<file path="config.mk">
export PLATFORM = sky130hd
export DESIGN_NAME = regfile_mp
export DESIGN_NICKNAME = d
export VERILOG_FILES = /design/src/rtl/regfile_pkg.sv /design/src/rtl/regfile_bypass.sv /design/src/rtl/regfile_mp.sv
export SDC_FILE = /design/constraint.sdc
export NUM_CORES = 2
export LEC_CHECK = 0
export CAP_MARGIN = 30
export CORE_ASPECT_RATIO = 1.75
export CORE_MARGIN = 5
export CORE_UTILIZATION = 32
export CTS_CLUSTER_SIZE = 12
export DETAILED_ROUTE_END_ITERATION = 6
export DONT_BUFFER_PORTS = 1
export PLACE_DENSITY = 0.49
export SETUP_SLACK_MARGIN = 0.2
export SLEW_MARGIN = 0
export SYNTH_ARGS = -nofsm -noshare
export SYNTH_HDL_FRONTEND = slang
export SYNTH_SLANG_ARGS = --single-unit
</file>
<file path="constraint.sdc">
create_clock -name clk -period 3.6 [get_ports clk]
set_input_delay 0.72 -clock clk [delete_from_list [all_inputs] [get_ports clk]]
set_output_delay 0.72 -clock clk [all_outputs]
set_load 0.03 [all_outputs]
</file>
<file path="src/rtl/regfile_pkg.sv">
// Package for the multi-port register file.
// Holds the default parameter values and the commit-decision function that
// decides, for one clock cycle, which write ports actually update the array,
// how many distinct registers change, and whether the two ports collided.
package regfile_pkg;

  localparam int DEFAULT_DATA_W   = 32;
  localparam int DEFAULT_NUM_REGS = 16;
  localparam int DEFAULT_NUM_RD   = 2;
  localparam int DEFAULT_ZERO_R0  = 1;

  // Widest address the decision function accepts (up to 256 registers).
  // Callers zero-extend their narrower addresses to this width.
  localparam int ADDR_MAX = 8;

  typedef struct packed {
    logic       commit_a;  // port A updates the array this cycle
    logic       commit_b;  // port B updates the array this cycle
    logic [1:0] count;     // distinct registers updated (0..2)
    logic       collide;   // both enables high on the same address
  } commit_t;

  // Port B wins a same-address conflict, so A is suppressed and the pair
  // counts as a single update. Writes to register 0 are dropped when it is
  // hard-wired to zero. The collision flag ignores the register-0 rule.
  function automatic commit_t commit_decide(
    input logic                write_enable_a,
    input logic                write_enable_b,
    input logic [ADDR_MAX-1:0] write_register_a,
    input logic [ADDR_MAX-1:0] write_register_b,
    input logic                zero_r0
  );
    commit_t c;
    c.collide  = write_enable_a && write_enable_b &&
                 (write_register_a == write_register_b);
    c.commit_b = write_enable_b && !(zero_r0 && (write_register_b == '0));
    c.commit_a = write_enable_a && !(zero_r0 && (write_register_a == '0)) &&
                 !c.collide;
    c.count    = 2'(c.commit_a) + 2'(c.commit_b);
    return c;
  endfunction

endpackage

</file>
<file path="src/rtl/regfile_bypass.sv">
// One read port of the register file: selects the addressed register from
// the flop array and overrides it with same-cycle write data (B over A).
// Register 0 reads as zero when ZERO_R0 is set, with no bypass.
// Ports:
//   regs              flattened register array (from the top)
//   read_register     read address for this port
//   write_register_*  write addresses of ports A and B
//   write_data_*      write data of ports A and B
//   write_enable_*    write strobes of ports A and B
//   data              combinational read data
module regfile_bypass #(
  parameter int DATA_W   = 32,
  parameter int NUM_REGS = 16,
  parameter int ADDR_W   = 4,
  parameter int ZERO_R0  = 1
) (
  input  logic [NUM_REGS-1:0][DATA_W-1:0] regs,
  input  logic [ADDR_W-1:0]               read_register,
  input  logic [ADDR_W-1:0]               write_register_a,
  input  logic [ADDR_W-1:0]               write_register_b,
  input  logic [DATA_W-1:0]               write_data_a,
  input  logic [DATA_W-1:0]               write_data_b,
  input  logic                            write_enable_a,
  input  logic                            write_enable_b,
  output logic [DATA_W-1:0]               data
);

  // Later assignments take priority: array < port A < port B < zero rule.
  // NOTE: data gets a default on entry so no path leaves it unassigned,
  // which would otherwise infer a latch.
  always_comb begin
    data = regs[read_register];
    if (write_enable_a && (write_register_a == read_register))
      data = write_data_a;
    if (write_enable_b && (write_register_b == read_register))
      data = write_data_b;
    if ((ZERO_R0 != 0) && (read_register == '0))
      data = '0;
  end

endmodule

</file>
<file path="src/rtl/regfile_mp.sv">
// Multi-port register file: NUM_RD combinational read ports with write
// bypass, two write ports (B wins on conflict), optional hard-wired zero
// register, a registered collision flag and a saturating update counter.
// Ports:
//   clk, rst_n        clock; synchronous active-low reset
//   read_register     NUM_RD read addresses
//   data              NUM_RD read data words (combinational)
//   write_register_a/b, write_data_a/b, write_enable_a/b  write ports A, B
//   collision         high for one cycle after an A/B same-address write
//   write_count       saturating count of committed register updates
module regfile_mp
  import regfile_pkg::*;
#(
  parameter  int DATA_W   = DEFAULT_DATA_W,
  parameter  int NUM_REGS = DEFAULT_NUM_REGS,
  parameter  int NUM_RD   = DEFAULT_NUM_RD,
  parameter  int ZERO_R0  = DEFAULT_ZERO_R0,
  localparam int ADDR_W   = $clog2(NUM_REGS)
) (
  input  logic                          clk,
  input  logic                          rst_n,
  input  logic [NUM_RD-1:0][ADDR_W-1:0] read_register,
  output logic [NUM_RD-1:0][DATA_W-1:0] data,
  input  logic [ADDR_W-1:0]             write_register_a,
  input  logic [ADDR_W-1:0]             write_register_b,
  input  logic [DATA_W-1:0]             write_data_a,
  input  logic [DATA_W-1:0]             write_data_b,
  input  logic                          write_enable_a,
  input  logic                          write_enable_b,
  output logic                          collision,
  output logic [15:0]                   write_count
);

  logic [NUM_REGS-1:0][DATA_W-1:0] regs;
  commit_t                         cd;
  logic [16:0]                     count_sum;

  assign cd = commit_decide(write_enable_a, write_enable_b,
                            ADDR_MAX'(write_register_a),
                            ADDR_MAX'(write_register_b),
                            ZERO_R0 != 0);

  // One extra bit so the saturation check sees the carry out.
  assign count_sum = {1'b0, write_count} + 17'(cd.count);

  // NOTE: the whole array is cleared on reset because the architecture
  // requires registers to read 0 afterwards; this only works as flops.
  always_ff @(posedge clk) begin
    if (!rst_n) begin
      regs <= '0;
    end else begin
      // NOTE: non-blocking assignments keep both ports' updates ordered by
      // edge, and B is written last so it wins if both ever targeted one
      // register (commit_decide already masks A in that case).
      if (cd.commit_a) regs[write_register_a] <= write_data_a;
      if (cd.commit_b) regs[write_register_b] <= write_data_b;
    end
  end

  always_ff @(posedge clk) begin
    if (!rst_n) begin
      collision   <= 1'b0;
      write_count <= '0;
    end else begin
      collision   <= cd.collide;
      write_count <= count_sum[16] ? 16'hFFFF : count_sum[15:0];
    end
  end

  // Bypass is purely combinational, so it still drives data during reset.
  for (genvar i = 0; i < NUM_RD; i++) begin : g_rd
    regfile_bypass #(
      .DATA_W  (DATA_W),
      .NUM_REGS(NUM_REGS),
      .ADDR_W  (ADDR_W),
      .ZERO_R0 (ZERO_R0)
    ) u_bypass (
      .regs            (regs),
      .read_register   (read_register[i]),
      .write_register_a(write_register_a),
      .write_register_b(write_register_b),
      .write_data_a    (write_data_a),
      .write_data_b    (write_data_b),
      .write_enable_a  (write_enable_a),
      .write_enable_b  (write_enable_b),
      .data            (data[i])
    );
  end

endmodule

</file>
==> report_table.html <==
<table>
<tr><th>Metric</th><th>Value</th></tr>
<tr><th colspan="2">Power and ir drop</th></tr>
<tr><td>Worst-case vdd ir drop</td><td>383 uV</td></tr>
<tr><td>Leakage power of the design</td><td>around 13 nW</td></tr>
<tr><td>Ratio of total power to cell area</td><td>approximately 400 mW/mm^2</td></tr>
<tr><td>Total power consumption of the routed design</td><td>14.8 mW</td></tr>
<tr><th colspan="2">Die</th></tr>
<tr><td>Die Span Y</td><td>between 400 and 500 um</td></tr>
<tr><td>Die Span X</td><td>251 um</td></tr>
<tr><td>Cell Rows</td><td>between 150 and 200</td></tr>
<tr><td>Total Die Area</td><td>approximately 0.11 mm^2</td></tr>
<tr><td>Starting density of the core</td><td>about a third</td></tr>
<tr><td>Number of ports placed on the die boundary</td><td>approximately 170</td></tr>
<tr><td>Floorplan Core Area</td><td>between 0.1 and 0.15 mm^2</td></tr>
<tr><th colspan="2">Layout</th></tr>
<tr><td>Area grow syn2layout</td><td>13.3%</td></tr>
<tr><td>Layout fillers</td><td>10,500</td></tr>
<tr><td>Proportion of layout cells with a drive suffix above 1</td><td>between 10% and 20%</td></tr>
<tr><td>Nets</td><td>3,732</td></tr>
<tr><td>Area taken by multi-input logic gates</td><td>between 0.02 and 0.025 mm^2</td></tr>
<tr><td>Core occupancy in the finished layout</td><td>36.4%</td></tr>
<tr><td>Sequential cell area in the final layout</td><td>0.0106 mm^2</td></tr>
<tr><th colspan="2">Setup path</th></tr>
<tr><td>Critical path endpoint</td><td>data[6]</td></tr>
<tr><td>Critical path fanouts, max</td><td>164</td></tr>
<tr><td>Worst R2R Start</td><td>write_count[0]$_SDFF_PN0_</td></tr>
<tr><td>Worst reg2reg path depth</td><td>5</td></tr>
<tr><td>Worst Setup End Kind</td><td>output port</td></tr>
<tr><td>Crit path required time</td><td>approximately 2.9 ns</td></tr>
<tr><td>Critical setup path kind</td><td>in2out</td></tr>
<tr><td>Start point of the critical path</td><td>read_register[2]</td></tr>
<tr><td>Reg-to-Reg End</td><td>write_count[2]$_SDFF_PN0_</td></tr>
<tr><td>Flop-to-flop setup slack</td><td>~1.5 ns</td></tr>
<tr><td>Category of the worst setup path launch point</td><td>input pin</td></tr>
<tr><td>Data arrival time at the worst-slack endpoint</td><td>around 2.8 ns</td></tr>
<tr><th colspan="2">Logic synthesis</th></tr>
<tr><td>EDFF count, synth</td><td>0</td></tr>
<tr><td>Post-synth top cells</td><td>nor2_1, dfxtp_1, o21ai_0</td></tr>
<tr><td>Synthesized area</td><td>roughly 0.033 mm^2</td></tr>
<tr><td>Most numerous cell in the Yosys netlist</td><td>nor2_1</td></tr>
<tr><td>Flip-flop cell with the highest count after synthesis</td><td>dfxtp_1</td></tr>
<tr><td>Cell types occupying the most area after synthesis</td><td>dfxtp_1, mux4_2, a221oi_1, nor2_1, o21ai_0</td></tr>
<tr><td>Number of instances in the synthesized netlist</td><td>between 3,000 and 4,000</td></tr>
<tr><td>Share of the synthesized area in the top cell type</td><td>32.5%</td></tr>
<tr><td>Proportion of register bits with asynchronous set or reset after synthesis</td><td>0%</td></tr>
<tr><td>Post-synthesis cell type count</td><td>between 60 and 70</td></tr>
<tr><td>Area leader, netlist</td><td>dfxtp_1</td></tr>
<tr><td>Avg Cell Area, Syn</td><td>~8.5 um^2</td></tr>
<tr><td>Synthesis-stage register bit count</td><td>between 500 and 600</td></tr>
<tr><td>Net count of the mapped netlist</td><td>between 3,000 and 4,000</td></tr>
<tr><td>Sequential area share after synthesis</td><td>32.5%</td></tr>
<tr><td>Number of synthesis warnings</td><td>0</td></tr>
<tr><th colspan="2">Timing</th></tr>
<tr><td>Tcrit/Tclk final</td><td>between 90% and 100%</td></tr>
<tr><td>Final-report hold violation count</td><td>0</td></tr>
<tr><td>Final setup violating endpoints</td><td>0</td></tr>
<tr><td>Post-Route Setup TNS</td><td>0 ns</td></tr>
<tr><td>Slew Viols, Final</td><td>0</td></tr>
<tr><td>Upper clock frequency limit</td><td>about 280 MHz</td></tr>
<tr><td>Max-Slew Margin vs Limit</td><td>about 28%</td></tr>
<tr><td>Final setup skew</td><td>roughly 0.043 ns</td></tr>
<tr><td>Worst hold margin</td><td>between 0.1 and 0.15 ns</td></tr>
<tr><td>RSZ-0062 raised after global routing</td><td>false</td></tr>
<tr><td>Minimum clock period</td><td>3.56 ns</td></tr>
<tr><td>Worst slew pin tran</td><td>1.07 ns</td></tr>
<tr><th colspan="2">Hold path</th></tr>
<tr><td>Cell depth of the worst min-delay path</td><td>2</td></tr>
<tr><td>Hold crit path type</td><td>in2reg</td></tr>
<tr><th colspan="2">Place</th></tr>
<tr><td>Count of buffers from port buffering</td><td>0</td></tr>
<tr><td>RD Place Congestion</td><td>roughly 0.87</td></tr>
<tr><td>Estimated wirelength of the detail-placed design</td><td>107 mm</td></tr>
<tr><th colspan="2">Global routing</th></tr>
<tr><td>Number of global-route vias before repair</td><td>33,200</td></tr>
<tr><td>Wire length of the first global-routing pass</td><td>between 200 and 250 mm</td></tr>
<tr><td>GRT overflow</td><td>0</td></tr>
<tr><td>Total global-route track usage</td><td>30.4%</td></tr>
<tr><td>Initial antenna violation count</td><td>5</td></tr>
<tr><td>Pin count of the biggest net entering global routing</td><td>roughly 440</td></tr>
<tr><th colspan="2">Clock tree</th></tr>
<tr><td>CTS tree</td><td>built</td></tr>
<tr><td>TritonCTS buffer count</td><td>between 50 and 60</td></tr>
<tr><td>Number of buffers inserted by hold repair at cts</td><td>0</td></tr>
<tr><td>Post-CTS repair timing setup buffer count</td><td>0</td></tr>
<tr><td>Root Buffer Master</td><td>clkbuf_16</td></tr>
<tr><td>Max Buffers Root-to-Sink</td><td>3</td></tr>
<tr><td>Clock Sink Count</td><td>~530</td></tr>
<tr><td>CTS clk-pin slew, worst paths</td><td>about 0.070 ns</td></tr>
<tr><td>Skew-Pair Late Insertion Delay</td><td>~0.7 ns</td></tr>
<tr><td>Number of H-tree levels</td><td>2</td></tr>
<tr><td>Gates resized, CTS repair</td><td>0</td></tr>
<tr><th colspan="2">Drt</th></tr>
<tr><td>Overall routed net length</td><td>about 170 mm</td></tr>
<tr><td>Met1 wire length</td><td>a little over 60 mm</td></tr>
<tr><td>Met2 layer wire length in the routed design</td><td>around 80 mm</td></tr>
<tr><td>Post-detailed-route DRC marker count</td><td>0</td></tr>
<tr><td>Vias per cell</td><td>~6.6</td></tr>
<tr><td>Wire per inst</td><td>approximately 34 um</td></tr>
<tr><td>Initial DRC Count</td><td>between 3,000 and 4,000</td></tr>
<tr><td>Uppermost layer routed</td><td>met5</td></tr>
<tr><td>Met3 wirelength from detailed routing</td><td>between 15 and 20 mm</td></tr>
<tr><td>Via count</td><td>approximately 33,000</td></tr>
<tr><td>Number of iterations in the first detailed-routing pass</td><td>6</td></tr>
<tr><td>Post-route ant nets</td><td>0</td></tr>
<tr><th colspan="2">Flow run</th></tr>
<tr><td>MaxCap Viol Count</td><td>0</td></tr>
<tr><th colspan="2">Run status</th></tr>
<tr><td>Result of the run</td><td>completed</td></tr>
</table>
state kept, by name, summed over array words and instances, names as in the netlist:
| signal | flops |
|---|---|
| collision | 1 |
| regs | 512 |
| write_count | 16 |
layer usage:
metal / GRT usage [%] / vias up
met4: 21.8 / 2
met1: 34.6 / 16500
met3: 7.24 / 739
met2: 49.9 / 2211
met5: 0 / -
li1: - / 13900
layout by cell type (no fill, tap or decap), drive strengths merged, types with 3 or more instances in the layout:
master,instances
a21boi,12
a21oi,70
a221oi,384
a22oi,4
a31oi,66
and2,36
and3,7
buf,199
clkbuf,93
clkinv,9
dfxtp,529
diode,4
inv,36
mux2,8
mux2i,190
mux4,188
nand2,310
nand2b,3
nand3,79
nand3b,4
nand4,3
nor2,666
nor2b,5
nor3,131
nor3b,5
o211ai,8
o21a,4
o21ai,489
o31ai,95
or2,6
xnor2,6
xor2,22
layout make-up:
class                      instances  share of cell area, %
tap                             1334                   4.52
clock inverter                    12                  0.383
timing repair buffer             199                   5.23
multi-input combinational       2824                   55.9
clock buffer                      93                   4.91
antenna                            4                 0.0271
inverter                          35                  0.356
sequential                       529                   28.7
critical path, cell delays in order:
cell and delay (ns):
xor2_1 0.29, nor3_2 0.28, and3_2 0.27, buf_12 0.23, nor3_1 0.09, a221oi_1 0.47, buf_4 0.25
worst min-delay path by stage:
stage / startpoint / to / slack [ns]
after floorplan: regs[0]$_SDFF_PN0_ / regs[0]$_SDFF_PN0_ / 0.44
after global placement: regs[31]$_SDFF_PN0_ / regs[31]$_SDFF_PN0_ / 0.46
after detailed placement: regs[25]$_SDFF_PN0_ / regs[25]$_SDFF_PN0_ / 0.46
after CTS: write_data_b[28] / regs[412]$_SDFF_PN0_ / 0.12
after global routing: write_data_b[27] / regs[283]$_SDFF_PN0_ / 0.14
final: write_data_b[5] / regs[389]$_SDFF_PN0_ / 0.14
report_power, final:
part	total, mW	internal (mW)	switching (mW)
logic	2.24	0.882	1.35
registers	6.19	6.03	0.158
clock network	6.32	3.51	2.81
metrics by stage:
step	cell area, um^2	setup slack, ns	std cells
6_report	36900	0.0379	5030
5_1_grt	36900	0.204	5027
4_1_cts	36900	0.205	5026
3_5_place_dp	34900	0.217	4921
3_3_place_gp	34900	0.171	4919
2_1_floorplan	32800	0.129	3823
cell families (layout without fill, tap and decap cells):
group	count (synthesis)	in the layout	share of synthesized area (%)
and+or+nand+nor	1265	1265	16.1
AOI/OAI and AO/OA	1143	1143	25.2
DFF	529	529	32.5
buffers and inverters	470	339	6.17
muxes	386	386	19.1
xor gates and xnor gates	28	28	0.775
adders and majority gates	2	2	0.0998
other	0	4	0
No activity file was read; power rests on OpenSTA's default activity.
